## config.mk

```make
export PLATFORM = sky130hd
export DESIGN_NAME = hatch_ctrl
export DESIGN_NICKNAME = d
export VERILOG_FILES = /design/src/rtl/hatch_ctrl.sv
export SDC_FILE = /design/constraint.sdc
export NUM_CORES = 1
export LEC_CHECK = 0
export ABC_AREA = 1
export BUFFER_PORTS_ARGS = -buffer_cell sky130_fd_sc_hd__buf_2
export CAP_MARGIN = 0
export CORE_MARGIN = 1
export CORE_UTILIZATION = 45
export DETAILED_ROUTE_END_ITERATION = 8
export SYNTH_ARGS = -nofsm -noshare
export SYNTH_HDL_FRONTEND = slang
export SYNTH_SLANG_ARGS = --single-unit
```

## constraint.sdc

```tcl
create_clock -name clk -period 1.6 [get_ports clk]
set_clock_uncertainty 0.15 [all_clocks]
set_input_delay 0.08 -clock clk [delete_from_list [all_inputs] [get_ports clk]]
set_output_delay 0.08 -clock clk [all_outputs]
set_load 0.02 [all_outputs]
```

## src/rtl/hatch_ctrl.sv

```systemverilog
// Incubation sequencer: times hatch stages while the temperature switch reads in range,
// and handles pause, fail and done conditions for the dot-matrix display path.
module hatch_ctrl #(
  parameter int STAGE_MS = 1000,
  parameter int STAGES   = 12,
  parameter int FAIL_MS  = 5000
) (
  input  logic       clk,
  input  logic       rst,
  input  logic       st,
  input  logic       temp_ok,
  output logic [3:0] num,
  output logic       temp,
  output logic       running,
  output logic       done,
  output logic       fail,
  output logic       stage_tick
);

  localparam int MS_W  = (STAGE_MS > 1) ? $clog2(STAGE_MS) : 1;
  localparam int BAD_W = (FAIL_MS > 1) ? $clog2(FAIL_MS) : 1;

  localparam logic [MS_W-1:0]  MS_LAST  = MS_W'(STAGE_MS - 1);
  localparam logic [BAD_W-1:0] BAD_LAST = BAD_W'(FAIL_MS - 1);
  localparam logic [3:0]       NUM_LAST = 4'(STAGES - 1);

  localparam logic [2:0] S_IDLE  = 3'd0;
  localparam logic [2:0] S_INC   = 3'd1;
  localparam logic [2:0] S_PAUSE = 3'd2;
  localparam logic [2:0] S_DONE  = 3'd3;
  localparam logic [2:0] S_FAIL  = 3'd4;

  logic [1:0]       st_sync_q, st_sync_d;
  logic [1:0]       ok_sync_q, ok_sync_d;
  logic             st_s, ok_s;
  logic [2:0]       state_q, state_d;
  logic [3:0]       num_q, num_d;
  logic [MS_W-1:0]  ms_q, ms_d;
  logic [BAD_W-1:0] bad_q, bad_d;
  logic             tick_q, tick_d;
  logic             temp_q, temp_d;
  logic             running_q, running_d;
  logic             done_q, done_d;
  logic             fail_q, fail_d;

  assign st_s = st_sync_q[1];
  assign ok_s = ok_sync_q[1];

  // NOTE: combinational next-state logic uses blocking assignments with a default for
  // every target first, so no latch can be inferred on any path.
  always_comb begin
    st_sync_d = {st_sync_q[0], st};
    ok_sync_d = {ok_sync_q[0], temp_ok};
    state_d   = state_q;
    num_d     = num_q;
    ms_d      = ms_q;
    bad_d     = bad_q;
    tick_d    = 1'b0;

    if (!st_s) begin
      state_d = S_IDLE;
      num_d   = '0;
      ms_d    = '0;
      bad_d   = '0;
    end else begin
      case (state_q)
        S_IDLE: begin
          num_d   = '0;
          ms_d    = '0;
          bad_d   = '0;
          state_d = ok_s ? S_INC : S_PAUSE;
        end
        S_INC: begin
          bad_d = '0;
          // The wrap advance wins over a simultaneous temperature drop.
          if (ms_q == MS_LAST) begin
            ms_d   = '0;
            num_d  = num_q + 4'd1;
            tick_d = 1'b1;
            if (num_d == NUM_LAST) state_d = S_DONE;
            else if (!ok_s)        state_d = S_PAUSE;
          end else if (!ok_s) begin
            state_d = S_PAUSE;
          end else begin
            ms_d = ms_q + 1'b1;
          end
        end
        S_PAUSE: begin
          if (ok_s) begin
            state_d = S_INC;
            bad_d   = '0;
          end else if (bad_q == BAD_LAST) begin
            state_d = S_FAIL;
          end else begin
            bad_d = bad_q + 1'b1;
          end
        end
        S_DONE, S_FAIL: state_d = state_q;
        default:        state_d = S_IDLE;
      endcase
    end

    // Flags are decoded from the next state so they update on the same edge as state.
    temp_d    = (state_d == S_PAUSE) || (state_d == S_FAIL);
    running_d = (state_d == S_INC) || (state_d == S_PAUSE);
    done_d    = (state_d == S_DONE);
    fail_d    = (state_d == S_FAIL);
  end

  // NOTE: sequential state uses non-blocking assignments only, so every flop samples
  // the pre-edge values regardless of statement order.
  always_ff @(posedge clk or posedge rst) begin
    if (rst) begin
      st_sync_q <= '0;
      ok_sync_q <= '0;
      state_q   <= S_IDLE;
      num_q     <= '0;
      ms_q      <= '0;
      bad_q     <= '0;
      tick_q    <= 1'b0;
      temp_q    <= 1'b0;
      running_q <= 1'b0;
      done_q    <= 1'b0;
      fail_q    <= 1'b0;
    end else begin
      st_sync_q <= st_sync_d;
      ok_sync_q <= ok_sync_d;
      state_q   <= state_d;
      num_q     <= num_d;
      ms_q      <= ms_d;
      bad_q     <= bad_d;
      tick_q    <= tick_d;
      temp_q    <= temp_d;
      running_q <= running_d;
      done_q    <= done_d;
      fail_q    <= fail_d;
    end
  end

  assign num        = num_q;
  assign temp       = temp_q;
  assign running    = running_q;
  assign done       = done_q;
  assign fail       = fail_q;
  assign stage_tick = tick_q;

endmodule
```

==> results of run 1 <==
sequential cells by signal, summed over array words and instances (netlist names), 2 cells and up:
signal and count:
ok_sync_q 2, bad_q 13, num 4, st_sync_q 2, ms_q 10, state_q 3
layer usage:
layer | up-vias | part of all wire (%) | track usage (%)
li1 | 1164 | - | -
met1 | 1067 | 47 | 31.8
met2 | 65 | 47 | 36.1
met3 | 9 | 5.0 | 4.70
met4 | 0 | 1.3 | 7.63
met5 | - | 0 | 0
layout by cell type (no fill, tap or decap), types with 2 or more instances in the layout:
cell type,Yosys,layout
a21oi_1,7,4
a21oi_2,2,4
buf_2,0,12
buf_4,0,56
buf_6,2,3
clkbuf_1,2,2
clkbuf_8,0,5
dfrtp_1,39,36
dfrtp_2,0,3
dlygate4sd3_1,0,3
ha_2,0,2
inv_1,41,34
inv_2,3,6
inv_4,0,4
nand2_1,91,73
nand2_2,3,13
nand2_4,1,10
nand3_1,34,25
nand3_2,0,9
nand4_1,9,9
nor2_1,46,36
nor2_2,1,7
nor2_4,0,4
nor3_1,4,4
o21ai_0,7,3
o21ai_1,3,6
o21ai_2,2,3
xor2_1,4,4
cells by family (layout without fill, tap and decap cells):
group	Yosys count	count (layout)	synth area share, %
AND/OR/NAND/NOR	194	196	37.7
adder cells (fa/ha/maj)	4	4	2.21
flip-flops	39	39	43.1
XOR/XNOR	4	4	1.55
buffers and inverters	48	127	8.61
AO/OA/AOI/OAI	26	26	6.90
power groups by stage:
stage	combinational, W	clock, W	sequential, W
finish	0.000260	0.000641	0.00102
global route	0.000282	0.000684	0.00102
CTS	0.000210	0.000655	0.00101
detailed placement	0.000185	0	0.00103
global placement	0.000184	0	0.00103
floorplan	0.000104	0	0.00104
synthesized netlist by cell type, types with 2 or more instances:
cell type  number  area [um2]
nand2_1        91         342
nor2_1         46         173
inv_1          41         154
dfrtp_1        39         976
nand3_1        34         170
nand4_1         9        56.3
a21oi_1         7        35.0
o21ai_0         7        35.0
ha_1            4        50.1
nor3_1          4        20.0
xor2_1          4        35.0
inv_2           3        11.3
nand2_2         3        18.8
o21ai_1         3        15.0
a21oi_2         2        17.5
buf_6           2        22.5
clkbuf_1        2        7.51
o21ai_2         2        17.5
o31ai_1         2        15.0
repair_timing:
action | 4_1_cts | 5_1_grt
setup endpoints to repair | 20 | 31
hold buffers | 3 | 0
pin swaps | 6 | 24
buffers inserted | 2 | 9
gates cloned | 1 | 1
endpoints found under the hold margin | 41 | 0
gates resized for setup | 19 | 61
how the worst max path moves through the flow:
stage	endpoint	slack (ns)	cells past startpoint
floorplan	bad_q[2]	-0.02	8
global placement	ms_q[8]	-0.12	10
detailed placement	ms_q[8]	-0.19	10
CTS	bad_q[7]	-0.007	10
global route	running	-0.09	10
finish	bad_q[8]	-0.02	11
layout make-up:
type	instances	share of cell area, %
Tap cell	67	2.58
Sequential cell	39	30.2
Inverter	44	5.40
Clock buffer	7	2.35
Clock inverter	1	0.154
Timing Repair Buffer	75	17.4
Multi-Input combinational cell	230	41.9
stage by stage:
step | worst slack (ns) | TNS, ns | total power, W | area (um2) | utilization [%]
CTS | -0.00680 | -0.00842 | 0.00188 | 2970 | 62.0
global placement | -0.118 | -0.986 | 0.00122 | 2770 | 57.8
finish | -0.0199 | -0.0270 | 0.00192 | 3240 | 67.8
detailed placement | -0.194 | -1.80 | 0.00122 | 2770 | 57.8
global route | -0.0923 | -1.74 | 0.00198 | 3240 | 67.8
floorplan | -0.0166 | -0.0166 | 0.00114 | 2280 | -
worst reg2reg max path, cell delays in order (launching register included):
cell,delay (ns)
dfrtp_1,0.40
ha_4,0.17
nand2_4,0.05
inv_2,0.06
nand2_2,0.06
nor2_4,0.10
nand2_2,0.07
nand2_4,0.11
buf_12,0.11
nand2_4,0.08
nand3_1,0.10
nand2_1,0.05
==> impl_metrics.tcl, run 1 <==
set metrics [dict create \
    dp_hpwl_um 3920 \
    cell_internal_pwr_w 0.00141 \
    global_router_s_overall_resource_usage_pct 23.0 \
    finalHoldViolCount 0 \
    async_reset_ff_share_pct 100 \
    comb_power_share_pct 13.6 \
    worst_hold_path.num_cells 0 \
    grt_remaining_overflow 0 \
    yosysUniqueCellTypes 29 \
    weighted_congestion_reported_at_the_end_of_routability_driven_placement 0.861 \
    worstSetupStartpointType "flop" \
    cp_common_cell "nand2_4" \
    clockPowerShare_pct 33.4 \
    number_of_flip_flops_and_latches_in_the_synthesized_netlist 39 \
    clock_insertion_delay_worst_skew_ns 0.29 \
    clock_tree.htree_level_count 2 \
    chipWidth_um 73.0 \
    achievable-frequency_mhz 617 \
    r2r-start "bad_q[1]" \
    cts_tree "yes" \
    r2r_end "bad_q[8]" \
    power.static_leakage_nw 1.62 \
    synth_top_flop_cell "dfrtp_1" \
    detail_route.wirelength_um 5860 \
    mappedNetlistNets 323 \
    cts_root_cell "clkbuf_8" \
    detail_route.drc_violations 0 \
    hold_path_end "st_sync_q[1]" \
    run_status "finished with violations" \
    grt_antenna_before_repair 0 \
    first_iter_violations 162 \
    synth_enable_flop_cells 0 \
    detailroute.via_count 2305 \
    crit_path_category "flop to flop" \
    post_route_cells_drive_above_1_share_pct 37.9 \
    floorplan.io_pins 13 \
    worstMarginPinSlew_ns 0.500 \
    register_area_um2 980 \
    hold_slack_ns 0.197 \
    worst-path-max-fanout 7 \
    buffer_ports.inserted 12 \
    worst-endpoint-arrival_ns 1.65 \
    filler_cell_count 423 \
    min-delay-start "st_sync_q[0]" \
    crit_path_start "bad_q[1]" \
    grt_setup_unrepaired "yes" \
    layoutNonFillerInstCount 463 \
    ff2ff_setup_slack_ns -0.02 \
    pwr_per_cell_area_nw_per_um2 591 \
    ir_worst_vdd_mv 0.730 \
    final_max_slew_viol_count 0 \
    setup_viol_count_final 3 \
    final_net_count 403 \
    grt_first_pass_wirelength_um 9230 \
    number_of_nets_with_antenna_violations_after_detailed_routing 0 \
    die_h_um 73.0 \
    critical-path-max-stage-delay_ns 0.40 \
    cell_breakdown_of_the_critical_path "ha_4 > nand2_4 > inv_2 > nand2_2 > nor2_4 > nand2_2 > nand2_4 > buf_12 > nand2_4 > nand3_1 > nand2_1" \
    placed_cells 439 \
    drt_pass1_iterations 5 \
    grt_max_degree 40 \
    r2r.worst_path.cells 11 \
    multi_input_comb_area_um2 1360 \
    postLayoutSetupSlackWorst_ns -0.0199 \
    initial_core_util_pct 47.3 \
    core.rowCount 25 \
    floorplan.core_area_um2 4790 \
    cts.sinks 39 \
    crit_path_slowest_cell "dfrtp_1" \
    cp.buffers_inverters 2 \
    sequential_share_of_power_pct 53.0 \
    cp_top_family "simple AND/OR/NAND/NOR gates" \
    first_global_vias 2087 \
    failing_checks "negative setup slack" \
    flow.area_growth_from_synthesis_pct 43.2 \
    via_per_inst 4.98 \
    switching_share_pct 26.3 \
    ys_seq_area_share_pct 43.1 \
    syn_area_per_cell_um2 7.19 \
    total_cts_buffers 5 \
    antenna_cells_inserted 0 \
    clk_pin_slew_ns 0.08 \
    cp.required_ns 1.63 \
    floorplan.die_area_um2 5320 \
    period_share_pct 101 \
    timing.critical_path.to_type "flop" \
    syn-cell-area_um2 2270 \
    yosysWarningCount 0 \
    timing.max_cap.violations 0 \
    synthesis.instances 315 \
    cts-root-to-sink-buffers 2 \
    wl_per_cell_um 12.7 \
    hold_path_class "flop to flop" \
    finalCriticalPeriod_ns 1.62 \
    remaining_max_slew_budget_at_the_tightest_pin_pct 66.6 \
    p_switching_w 0.000505 \
]
(Power assumes the default switching activity.)
==> inputs of run 2 (changes only) <==
--- a/config.mk
+++ b/config.mk
@@ -11,6 +11,7 @@
 export CORE_MARGIN = 1
 export CORE_UTILIZATION = 45
 export DETAILED_ROUTE_END_ITERATION = 8
+export SKIP_LAST_GASP = 1
 export SYNTH_ARGS = -nofsm -noshare
 export SYNTH_HDL_FRONTEND = slang
 export SYNTH_SLANG_ARGS = --single-unit
==> run 2 against run 1 <==
  * The flow still finishes with violations (negative setup slack)
  * Sequential cell count unchanged
  * Design area down 0.89%
  * Maximum frequency up 0.49%
  * Non-clock buffer count unchanged
  * Critical endpoint unchanged
==> impl_metrics.tcl, run 2 (same netlist as run 1, synthesis figures left out) <==
set metrics [dict create \
    cts_root_cell "clkbuf_8" \
    floorplan.core_area_um2 4790 \
    final_net_count 403 \
    achievable-frequency_mhz 620 \
    largest_register_ff_count 13 \
    clk_pin_slew_ns 0.08 \
    grt_antenna_before_repair 0 \
    registers.top_by_ff_count "bad_q" \
    final_cell_mix "nand2_1, buf_4, nor2_1" \
    drt_pass1_iterations 5 \
    finalHoldViolCount 0 \
    failing_checks "negative setup slack" \
    floorplan.io_pins 13 \
    cts.sinks 39 \
    dp_hpwl_um 3920 \
    grt_setup_unrepaired "yes" \
    worst-path-max-fanout 7 \
    grt_max_degree 40 \
    power.static_leakage_nw 1.61 \
    grt_remaining_overflow 0 \
    finish.utilization_pct 67.2 \
    cp.buffers_inverters 2 \
    hold_path_class "flop to flop" \
    total_cts_buffers 5 \
    crit_path_category "flop to flop" \
    worstMarginPinSlew_ns 0.503 \
    global_router_s_overall_resource_usage_pct 23.0 \
    floorplan.die_area_um2 5320 \
    pwr_per_cell_area_nw_per_um2 593 \
    mostFrequentLayoutCell "nand2_1" \
    period_share_pct 101 \
    timing.max_cap.violations 0 \
    cp_common_cell "nand2_4" \
    via_per_inst 4.94 \
    detailroute.via_count 2288 \
    cp_top_family "simple AND/OR/NAND/NOR gates" \
    remaining_max_slew_budget_at_the_tightest_pin_pct 66.5 \
    number_of_nets_with_antenna_violations_after_detailed_routing 0 \
    setup_viol_count_final 2 \
    final_max_slew_viol_count 0 \
    first_global_vias 2081 \
    chipWidth_um 73.0 \
    postLayoutSetupSlackWorst_ns -0.0120 \
    buffer_ports.inserted 12 \
    antenna_cells_inserted 0 \
    critical-path-max-stage-delay_ns 0.40 \
    wl_per_cell_um 12.4 \
    detail_route.drc_violations 0 \
    finalCriticalPeriod_ns 1.61 \
    worst-endpoint-arrival_ns 1.64 \
    flow.area_growth_from_synthesis_pct 41.9 \
    clock_insertion_delay_worst_skew_ns 0.29 \
    cts_tree "yes" \
    weighted_congestion_reported_at_the_end_of_routability_driven_placement 0.861 \
    die_h_um 73.0 \
    core.rowCount 25 \
    crit_path_slowest_cell "dfrtp_1" \
    initial_core_util_pct 47.3 \
    cp.required_ns 1.63 \
    cts-root-to-sink-buffers 2 \
    clock_tree.htree_level_count 2 \
    post_route_cells_drive_above_1_share_pct 38.4 \
    cell_breakdown_of_the_critical_path "ha_4 > nand2_4 > inv_2 > nand2_2 > nor2_4 > nand2_2 > nand2_4 > buf_12 > nand2_4 > nand3_1 > nand2_1" \
    first_iter_violations 135 \
    run_status "finished with violations" \
    detail_route.wirelength_um 5720 \
    timing.critical_path.to_type "flop" \
    worstSetupStartpointType "flop" \
    grt_first_pass_wirelength_um 9200 \
    fin_total_pwr_w 0.00191 \
    ir_worst_vdd_mv 0.717 \
]
## run 2: cell counts in the layout (fill, tap and decap cells not counted)
Identical to the previous run, type by type.
## run 2: what timing repair did
action                                  4_1_cts  5_1_grt
buffers inserted                              2        9
endpoints found under the setup margin       20       31
gates cloned                                  1        1
pin swaps                                     6       27
hold buffers                                  3        0
hold endpoints to repair                     41        0
gates resized for setup                      17       57
## run 2: per-stage QoR
step                      cell area, um2  setup TNS (ns)  instances  worst slack [ns]  hold WS (ns)
after floorplan                     2280         -0.0166        315           -0.0166       -0.0386
after global placement              2770          -0.986        439            -0.118        0.0388
after detailed placement            2770           -1.80        439            -0.194        0.0437
after CTS                           2960         -0.0222        453           -0.0105         0.203
after global routing                3220           -1.80        463           -0.0931         0.217
final                               3220         -0.0166        463           -0.0120         0.198
## run 2: where the power goes
| group | internal (W) | leakage, nW | switching (W) |
|---|---|---|---|
| Combinational | 0.0000985 | 1.04 | 0.000153 |
| Clock | 0.000306 | 0.0422 | 0.000335 |
| Sequential | 0.00100 | 0.526 | 0.0000126 |
| Total | 0.00141 | 1.61 | 0.000501 |
## run 2: area by class of cell
type	instances	area, um2
Fill cell	431	1570
Multi-Input combinational cell	230	1340
Sequential cell	39	980
Timing Repair Buffer	75	557
Inverter	44	173
Tap cell	67	83.8
Clock buffer	7	76.3
Clock inverter	1	5.00
## run 2: path summary, 6_finish.rpt
kind	start	to	slack, ns	cells after the start
hold / removal	st_sync_q[0]	st_sync_q[1]	0.20	0
setup reg to reg	bad_q[1]	bad_q[8]	-0.01	11
setup / recovery	bad_q[1]	bad_q[8]	-0.01	11
min in group asynchronous	rst	ms_q[4]	0.30	4
max in group asynchronous	rst	bad_q[3]	0.63	4
hold reg to reg	st_sync_q[0]	st_sync_q[1]	0.20	0
## run 2: layer usage
| layer | global-route usage [%] | up-vias | share of wire (%) | wire length, um |
|---|---|---|---|---|
| met5 | 0 | - | 0 | 0 |
| met4 | 7.63 | 0 | 1.0 | 58 |
| met3 | 4.70 | 5 | 4.0 | 228 |
| met2 | 36.1 | 56 | 46 | 2660 |
| met1 | 31.6 | 1068 | 49 | 2780 |
| li1 | - | 1159 | - | - |
